File: src/rtl/uart_pkg.sv
// Shared UART definitions: receiver state encoding and the fractional baud increment.
package uart_pkg;

   typedef enum logic [2:0] {IDLE, START, DATA, STOP, WAIT_HIGH} uart_state_t;

   // round(baud*os*2^w/clk), evaluated at elaboration in 64-bit arithmetic
   function automatic longint unsigned baud_inc(input longint unsigned clk,
                                                input longint unsigned baud,
                                                input longint unsigned os,
                                                input int unsigned     w);
      longint unsigned num;
      num = (baud * os) << w;
      return (num + clk / 2) / clk;
   endfunction

endpackage

File: src/rtl/uart_baud_tick.sv
// Fractional-N oversampling tick generator: the carry out of a phase accumulator
// yields Baud*Oversampling ticks per second on average, never more than one per clk.
module uart_baud_tick
   import uart_pkg::*;
#(
   parameter int unsigned ClkFrequency = 12000000,
   parameter int unsigned Baud         = 2000000,
   parameter int unsigned Oversampling = 4,
   parameter int unsigned AccWidth     = 16
) (
   input  logic clk,
   input  logic rst,
   output logic tick
);

   localparam longint unsigned IncFull =
      baud_inc(64'(ClkFrequency), 64'(Baud), 64'(Oversampling), AccWidth);
   localparam logic [AccWidth:0] Inc = (AccWidth + 1)'(IncFull);

   logic [AccWidth:0] acc;

   always_ff @(posedge clk or posedge rst) begin
      if (rst) begin
         acc <= '0;
      end else begin
         acc <= {1'b0, acc[AccWidth-1:0]} + Inc;
      end
   end

   assign tick = acc[AccWidth];

endmodule

File: src/rtl/uart_rx_oversample.sv
// Oversampling UART byte receiver: synchronises and majority-filters rx, decodes 8N1 frames,
// and reports framing errors, line idle and end of packet.
module uart_rx_oversample
   import uart_pkg::*;
#(
   parameter int unsigned ClkFrequency = 12000000,
   parameter int unsigned Baud         = 2000000,
   parameter int unsigned Oversampling = 4,
   parameter int unsigned AccWidth     = 16,
   parameter int unsigned GapBits      = 2
) (
   input  logic       clk,
   input  logic       rst,
   input  logic       rx,
   output logic [7:0] RxD_data,
   output logic       RxD_data_ready,
   output logic       RxD_framing_err,
   output logic       RxD_idle,
   output logic       RxD_endofpacket
);

   localparam int unsigned GapMax = GapBits * Oversampling;
   localparam int PhaseW = $clog2(Oversampling);
   localparam int GapW   = $clog2(GapMax + 1);
   localparam logic [PhaseW-1:0] HalfLast = PhaseW'(Oversampling / 2 - 1);
   localparam logic [PhaseW-1:0] BitLast  = PhaseW'(Oversampling - 1);
   localparam logic [GapW-1:0]   GapSat   = GapW'(GapMax);

   if (Oversampling < 4 || Oversampling % 2 != 0) begin : g_bad_oversampling
      $error("uart_rx_oversample: Oversampling must be >= 4 and even");
   end
   if (64'(ClkFrequency) < 64'(Baud) * 64'(Oversampling)) begin : g_bad_clock
      $error("uart_rx_oversample: ClkFrequency must be >= Baud*Oversampling");
   end

   logic              tick;
   logic [1:0]        sync;
   logic [2:0]        hist;
   logic              rx_bit;
   uart_state_t       state;
   logic [PhaseW-1:0] phase;
   logic [2:0]        bitcnt;
   logic [7:0]        shreg;
   logic [GapW-1:0]   gap_cnt;
   logic              pending;

   uart_baud_tick #(
      .ClkFrequency(ClkFrequency),
      .Baud(Baud),
      .Oversampling(Oversampling),
      .AccWidth(AccWidth)
   ) u_baud_tick (
      .clk(clk),
      .rst(rst),
      .tick(tick)
   );

   // Synchroniser and filter reset to the idle (high) line level
   always_ff @(posedge clk or posedge rst) begin
      if (rst) begin
         sync <= 2'b11;
         hist <= 3'b111;
      end else begin
         sync <= {sync[0], rx};
         if (tick) begin
            hist <= {hist[1:0], sync[1]};
         end
      end
   end

   assign rx_bit = (hist[0] & hist[1]) | (hist[0] & hist[2]) | (hist[1] & hist[2]);

   always_ff @(posedge clk or posedge rst) begin
      if (rst) begin
         state           <= IDLE;
         phase           <= '0;
         bitcnt          <= '0;
         shreg           <= '0;
         gap_cnt         <= GapSat;
         pending         <= 1'b0;
         RxD_data        <= '0;
         RxD_data_ready  <= 1'b0;
         RxD_framing_err <= 1'b0;
         RxD_idle        <= 1'b1;
         RxD_endofpacket <= 1'b0;
      end else begin
         RxD_data_ready  <= 1'b0;
         RxD_framing_err <= 1'b0;
         RxD_endofpacket <= 1'b0;
         if (tick) begin
            case (state)
               IDLE: begin
                  if (!rx_bit) begin
                     state    <= START;
                     phase    <= '0;
                     gap_cnt  <= '0;
                     RxD_idle <= 1'b0;
                  end else if (gap_cnt != GapSat) begin
                     gap_cnt <= gap_cnt + 1'b1;
                     if (gap_cnt == GapSat - 1'b1) begin
                        RxD_idle <= 1'b1;
                        if (pending) begin
                           RxD_endofpacket <= 1'b1;
                           pending         <= 1'b0;
                        end
                     end
                  end
               end
               // A start bit that is gone by mid-bit was a glitch
               START: begin
                  if (phase == HalfLast) begin
                     phase  <= '0;
                     bitcnt <= '0;
                     state  <= rx_bit ? IDLE : DATA;
                  end else begin
                     phase <= phase + 1'b1;
                  end
               end
               DATA: begin
                  if (phase == BitLast) begin
                     phase <= '0;
                     shreg <= {rx_bit, shreg[7:1]};
                     if (bitcnt == 3'd7) begin
                        state <= STOP;
                     end else begin
                        bitcnt <= bitcnt + 1'b1;
                     end
                  end else begin
                     phase <= phase + 1'b1;
                  end
               end
               STOP: begin
                  if (phase == BitLast) begin
                     phase <= '0;
                     if (rx_bit) begin
                        RxD_data       <= shreg;
                        RxD_data_ready <= 1'b1;
                        pending        <= 1'b1;
                        state          <= IDLE;
                     end else begin
                        RxD_framing_err <= 1'b1;
                        state           <= WAIT_HIGH;
                     end
                  end else begin
                     phase <= phase + 1'b1;
                  end
               end
               WAIT_HIGH: begin
                  if (rx_bit) begin
                     state <= IDLE;
                  end
               end
               default: state <= IDLE;
            endcase
         end
      end
   end

endmodule

File: config.mk
export PLATFORM = sky130hd
export DESIGN_NAME = uart_rx_oversample
export DESIGN_NICKNAME = d
export VERILOG_FILES = /design/src/rtl/uart_pkg.sv /design/src/rtl/uart_baud_tick.sv /design/src/rtl/uart_rx_oversample.sv
export SDC_FILE = /design/constraint.sdc
export NUM_CORES = 1
export LEC_CHECK = 0
export ABC_CLOCK_PERIOD_IN_PS = 1910
export CORE_ASPECT_RATIO = 2
export CORE_MARGIN = 10
export CORE_UTILIZATION = 45
export DETAILED_ROUTE_END_ITERATION = 12
export PLACE_DENSITY = 0.63
export SYNTH_ARGS = -nofsm -noshare
export SYNTH_HDL_FRONTEND = slang
export SYNTH_SLANG_ARGS = --single-unit
export TNS_END_PERCENT = 10
File: constraint.sdc
create_clock -name clk -period 1.91 [get_ports clk]
set_clock_uncertainty 0.15 [all_clocks]
set_input_delay 0.573 -clock clk [delete_from_list [all_inputs] [get_ports clk]]
set_output_delay 0.573 -clock clk [all_outputs]
set_load 0.02 [all_outputs]
* Word level (Yosys, flattened, before mapping)
Index checks and enable logic that the tools add are counted.
Storage, ports and cells: register bits 55, bits of input ports 3, output and inout port bits 12
Cells by class: $add $sub $neg 4, equal/unequal tests 22, mux-type cells 42, bitwise operators 5, reduce and logical (&&, ||, !) cells 13
Operators by type and width (count):
- $mux W3 | 10
- $mux W1 | 22
- $ne A2 B2 Y1 const B | 11
- $add A16 B16 Y17 const B | 1
- $pmux W3 S5 | 1
- $reduce_and A7 Y1 | 2
- $reduce_and A3 Y1 | 3
- $mux W2 | 4
- $mux W4 | 2
- $reduce_and A4 Y1 | 2
- $eq A3 B2 Y1 const B | 2
- $eq A3 B3 Y1 const B | 2
- $pmux W2 S3 | 1
- $pmux W3 S2 | 1
- $reduce_and A5 Y1 | 1
- $add A4 B1 Y4 const B | 1
- $eq A4 B3 Y1 const B | 1
- $ne A2 B1 Y1 const B | 2
- $ne A4 B4 Y1 const B | 1
- $reduce_bool A2 Y1 | 2
- $add A3 B1 Y3 const B | 1
- $and A1 B1 Y1 | 3
- $eq A3 B1 Y1 const B | 1
- $logic_not A3 Y1 | 1
- 7 further kinds | 8

* Depth between registers and ports, before layout
depth after elaboration 7, depth in mapped cells 6

* Hierarchy
A second synthesis with hierarchy kept.
Unflattened totals: cell total of the unflattened synthesis 239, area total of the unflattened synthesis 2747.6 um^2
Modules (own cells, without submodules):
- uart_rx_oversample | times used 1, cells an instance 142, area an instance 1788.0 um^2, sequential area each 959.7 um^2
- uart_baud_tick | times used 1, cells an instance 97, area an instance 959.7 um^2, sequential area each 425.4 um^2

* Worst setup path after synthesis
Ideal clock, no wire load.
path kind reg2reg, from register bitcnt[0], to register bitcnt[0], setup time 125 ps, data arrival time 1600 ps, data required time 1635 ps, path slack 35 ps, cell stages (with the launch flop) 7, buffers on the path 0, cells stage by stage dfrtp_1 ha_1 ha_1 nor4bb_1 a31oi_1 nor2_1 mux2_2
Between the ends: word-level cells in the longest chain between the ends 4
RTL lines:
- start: declaration | RTL line uart_rx_oversample.sv:42 | logic [2:0] bitcnt;
- start signal: assignment | RTL line uart_rx_oversample.sv:126 | bitcnt <= bitcnt + 1'b1;
- $add A3 B1 Y3 | RTL line uart_rx_oversample.sv:126
- $mux W3 | RTL line uart_rx_oversample.sv:123 | if (bitcnt == 3'd7) begin
- $mux W3 | RTL line uart_rx_oversample.sv:120 | if (phase == BitLast) begin
- $pmux W3 S2 | RTL line uart_rx_oversample.sv:91 | case (state)
Several ways; a longest one is shown, not always the timed one. The select of a mux whose other input is x is not followed. A chain may end at the register's enable or synchronous reset.

* Worst setup path in the final report
Same ends and word-level chain as after synthesis.

==> results.sh <==
export IMPL_drt_pass1_iter_count=4
export IMPL_drv_slew=0
export IMPL_netlist_area_um2=2560
export IMPL_grt_pass1_vias=1868
export IMPL_start_util_pct=46.9
export IMPL_hp_start="sync[0]"
export IMPL_leakage_nw=1.36
export IMPL_num_io_pins=15
export IMPL_cts_sinks=55
export IMPL_clock_latency_ns=0.31
export IMPL_n_antenna_cell=0
export IMPL_dp_cells=304
export IMPL_startpoint="bitcnt[0]"
export IMPL_setup_viol=0
export IMPL_status="completed"
export IMPL_netlist_top_cells_count="48 x dfrtp_1, 20 x mux2_2, 18 x inv_1, 17 x nand2_1, 13 x nor2_1"
export IMPL_area_growth_syn_to_layout_pct=16.2
export IMPL_wl_per_cell_um=14.8
export IMPL_critical_path_max_fanout=3
export IMPL_h_tree_depth=2
export IMPL_via_per_inst=5.50
export IMPL_startpoint_type="flip-flop"
export IMPL_required_ns=1.96
export IMPL_core_area_um2=5470
export IMPL_yosysMostFrequentCell="dfrtp_1"
export IMPL_holdBufCountCts=0
export IMPL_r2r_start="bitcnt[0]"
export IMPL_cts_buffers=5
export IMPL_clk_pin_slew_worst_paths_ns=0.10
export IMPL_hpwlAfterDp_um=3410
export IMPL_place_congestion=0.815
export IMPL_cts_setup_buffers=0
export IMPL_vias=1716
export IMPL_hold_viol_final=0
export IMPL_ys_ff_latch=55
export IMPL_dieWidth_um=73.4
export IMPL_dp_slack_ns=0.0100
export IMPL_multi_input_area_um2=1110
export IMPL_placementRows=38
export IMPL_synth_distinct_cells=47
export IMPL_criticalPathCategory="reg2reg"
export IMPL_maxSlewHeadroom_pct=69.4
export IMPL_synthFlopType="dfrtp_1"
export IMPL_power_density_nw_per_um2=901
export IMPL_route_detailed_drc=0
export IMPL_grt_max_degree=46
export IMPL_synth_avg_cell_area_um2=11.4
export IMPL_nets=262
export IMPL_finalCriticalPeriod_ns=1.87
export IMPL_wl_um=4610
export IMPL_arrival_ns=1.92
export IMPL_finalNonFillerCells=312
export IMPL_synthesis_instances=225
export IMPL_synth_top_area_cell="dfrtp_1"
export IMPL_final_antenna_net_count=0
export IMPL_final_util_pct=54.5
export IMPL_antenna_found_initial=0
export IMPL_end_kind="flip-flop"
export IMPL_io_buffer_count=14
export IMPL_register_area_um2=1390
export IMPL_hp_class="reg2reg"
export IMPL_tritoncts="built"
export IMPL_clk_path_buf_depth=2
export IMPL_drive_gt1_share_pct=23.4
export IMPL_drtIter0Drc=112
export IMPL_grt_remaining_overflow=0
export IMPL_cp_slowest_cell="dfrtp_1"
export IMPL_synth_area_top_cells="dfrtp_1 47%, mux2_2 8.8%, dfstp_2 7.2%"
export IMPL_ir_drop_mv=0.829
export IMPL_async_flop_share_pct=100
export IMPL_root_buffer="clkbuf_8"
export IMPL_rsz0062_at_grt="true"
export IMPL_crit_buf_inv=0
export IMPL_seq_area_frac_synth_pct=54.0
export IMPL_max_freq_mhz=534
export IMPL_drv_cap=0
export IMPL_synth_top_area_share_pct=46.9
export IMPL_tightest_slew_ns=0.458
export IMPL_cp_slowest_stage_delay_ns=0.42
export IMPL_grt_usage_pct=10.8
export IMPL_ys_warn_count=0
export IMPL_fin_ws_ns=0.0371
export IMPL_synthesis_nets=236
export IMPL_die_area_um2=9300
export IMPL_critPathTopFamily="simple AND/OR/NAND/NOR gates"
export IMPL_crit_chain="ha_2, ha_4, nor4bb_4, a31oi_1, nor2_1, mux2_4"
export IMPL_die_h_um=127
export IMPL_synth_edf_count=0
export IMPL_grt_pass1_wl_um=8310
export IMPL_num_fill_cells=487
export IMPL_r2r_setup_slack_ns=0.04
export IMPL_period_share_pct=98.1
where the power goes:
part | internal (mW) | switching, mW | total [mW]
clock network | 0.256 | 0.387 | 0.643
registers | 1.30 | 0.154 | 1.45
logic | 0.291 | 0.299 | 0.590
total | 1.84 | 0.840 | 2.68
path summary, 6_finish.rpt:
path                               to  depth (start not counted)
min reg2reg                   sync[1]                          0
max                         bitcnt[0]                          6
max reg2reg                 bitcnt[0]                          6
min in group asynchronous  gap_cnt[2]                          3
max in group asynchronous     hist[0]                          3
min                           sync[1]                          0
registers in the layout (all words and copies together), names as in the netlist:
register / count
state: 3
sync: 2
phase: 2
RxD_framing_err: 1
gap_cnt: 4
shreg: 8
RxD_data_ready: 1
u_baud_tick.acc: 17
RxD_idle: 1
RxD_data: 8
hist: 3
bitcnt: 3
RxD_endofpacket: 1
pending: 1
metal layers:
layer | vias to the layer above | track usage, % | wire (um)
li1 | 838 | - | -
met1 | 861 | 10.6 | 1770
met2 | 12 | 20.1 | 2660
met3 | 5 | 2.50 | 106
met4 | 0 | 4.96 | 68
met5 | - | 0 | 0
cells in the final DEF (no fill, tap or decap), types with 3 or more instances in the layout:
cell type | Yosys | final
dfstp_2 | 7 | 7
ha_1 | 8 | 6
nor3_1 | 9 | 9
a31oi_1 | 6 | 6
nand2_1 | 17 | 17
o21a_1 | 3 | 3
mux2_2 | 20 | 19
xnor2_1 | 6 | 6
o21ai_0 | 6 | 6
clkbuf_8 | 0 | 5
buf_4 | 2 | 10
mux2i_1 | 4 | 4
dlygate4sd2_1 | 0 | 11
nand3_1 | 5 | 5
xor2_1 | 5 | 5
a21oi_1 | 6 | 6
clkinvlp_4 | 0 | 3
nor2_1 | 13 | 13
dfrtp_1 | 48 | 48
o21ai_1 | 4 | 4
inv_1 | 18 | 17
cells by family after synthesis:
logic type                 count (synthesis)  share of synthesized area (%)
AOI/OAI and AO/OA                         42                           11.7
xor gates and xnor gates                  11                           3.76
adders and majority gates                  9                           4.34
buffers and inverters                     26                           4.49
DFF                                       55                           54.0
muxes                                     24                           10.3
and+or+nand+nor                           58                           11.4
layout make-up:
| cell class | count | area share (%) |
|---|---|---|
| clock inverter | 3 | 0.672 |
| tap | 60 | 2.52 |
| sequential | 55 | 46.5 |
| multi-input combinational | 144 | 37.4 |
| timing repair buffer | 26 | 8.11 |
| inverter | 19 | 2.52 |
| clock buffer | 5 | 2.31 |
stage by stage:
stage               instance area (um^2)  hold slack (ns)  TNS (ns)  power [mW]
finish                              2980            0.212         0        2.68
detailed placement                  2850            0.198         0        2.05
CTS                                 2930            0.213  -0.00299        2.68
global placement                    2850            0.197         0        2.03
global route                        2980            0.221    -0.145        2.84
floorplan                           2570            0.195         0        1.84
timing repair:
item	4_1_cts	5_1_grt
endpoints found under the setup margin	13	6
pin swaps	0	4
gates resized for setup	12	9
(Power assumes the default switching activity.)
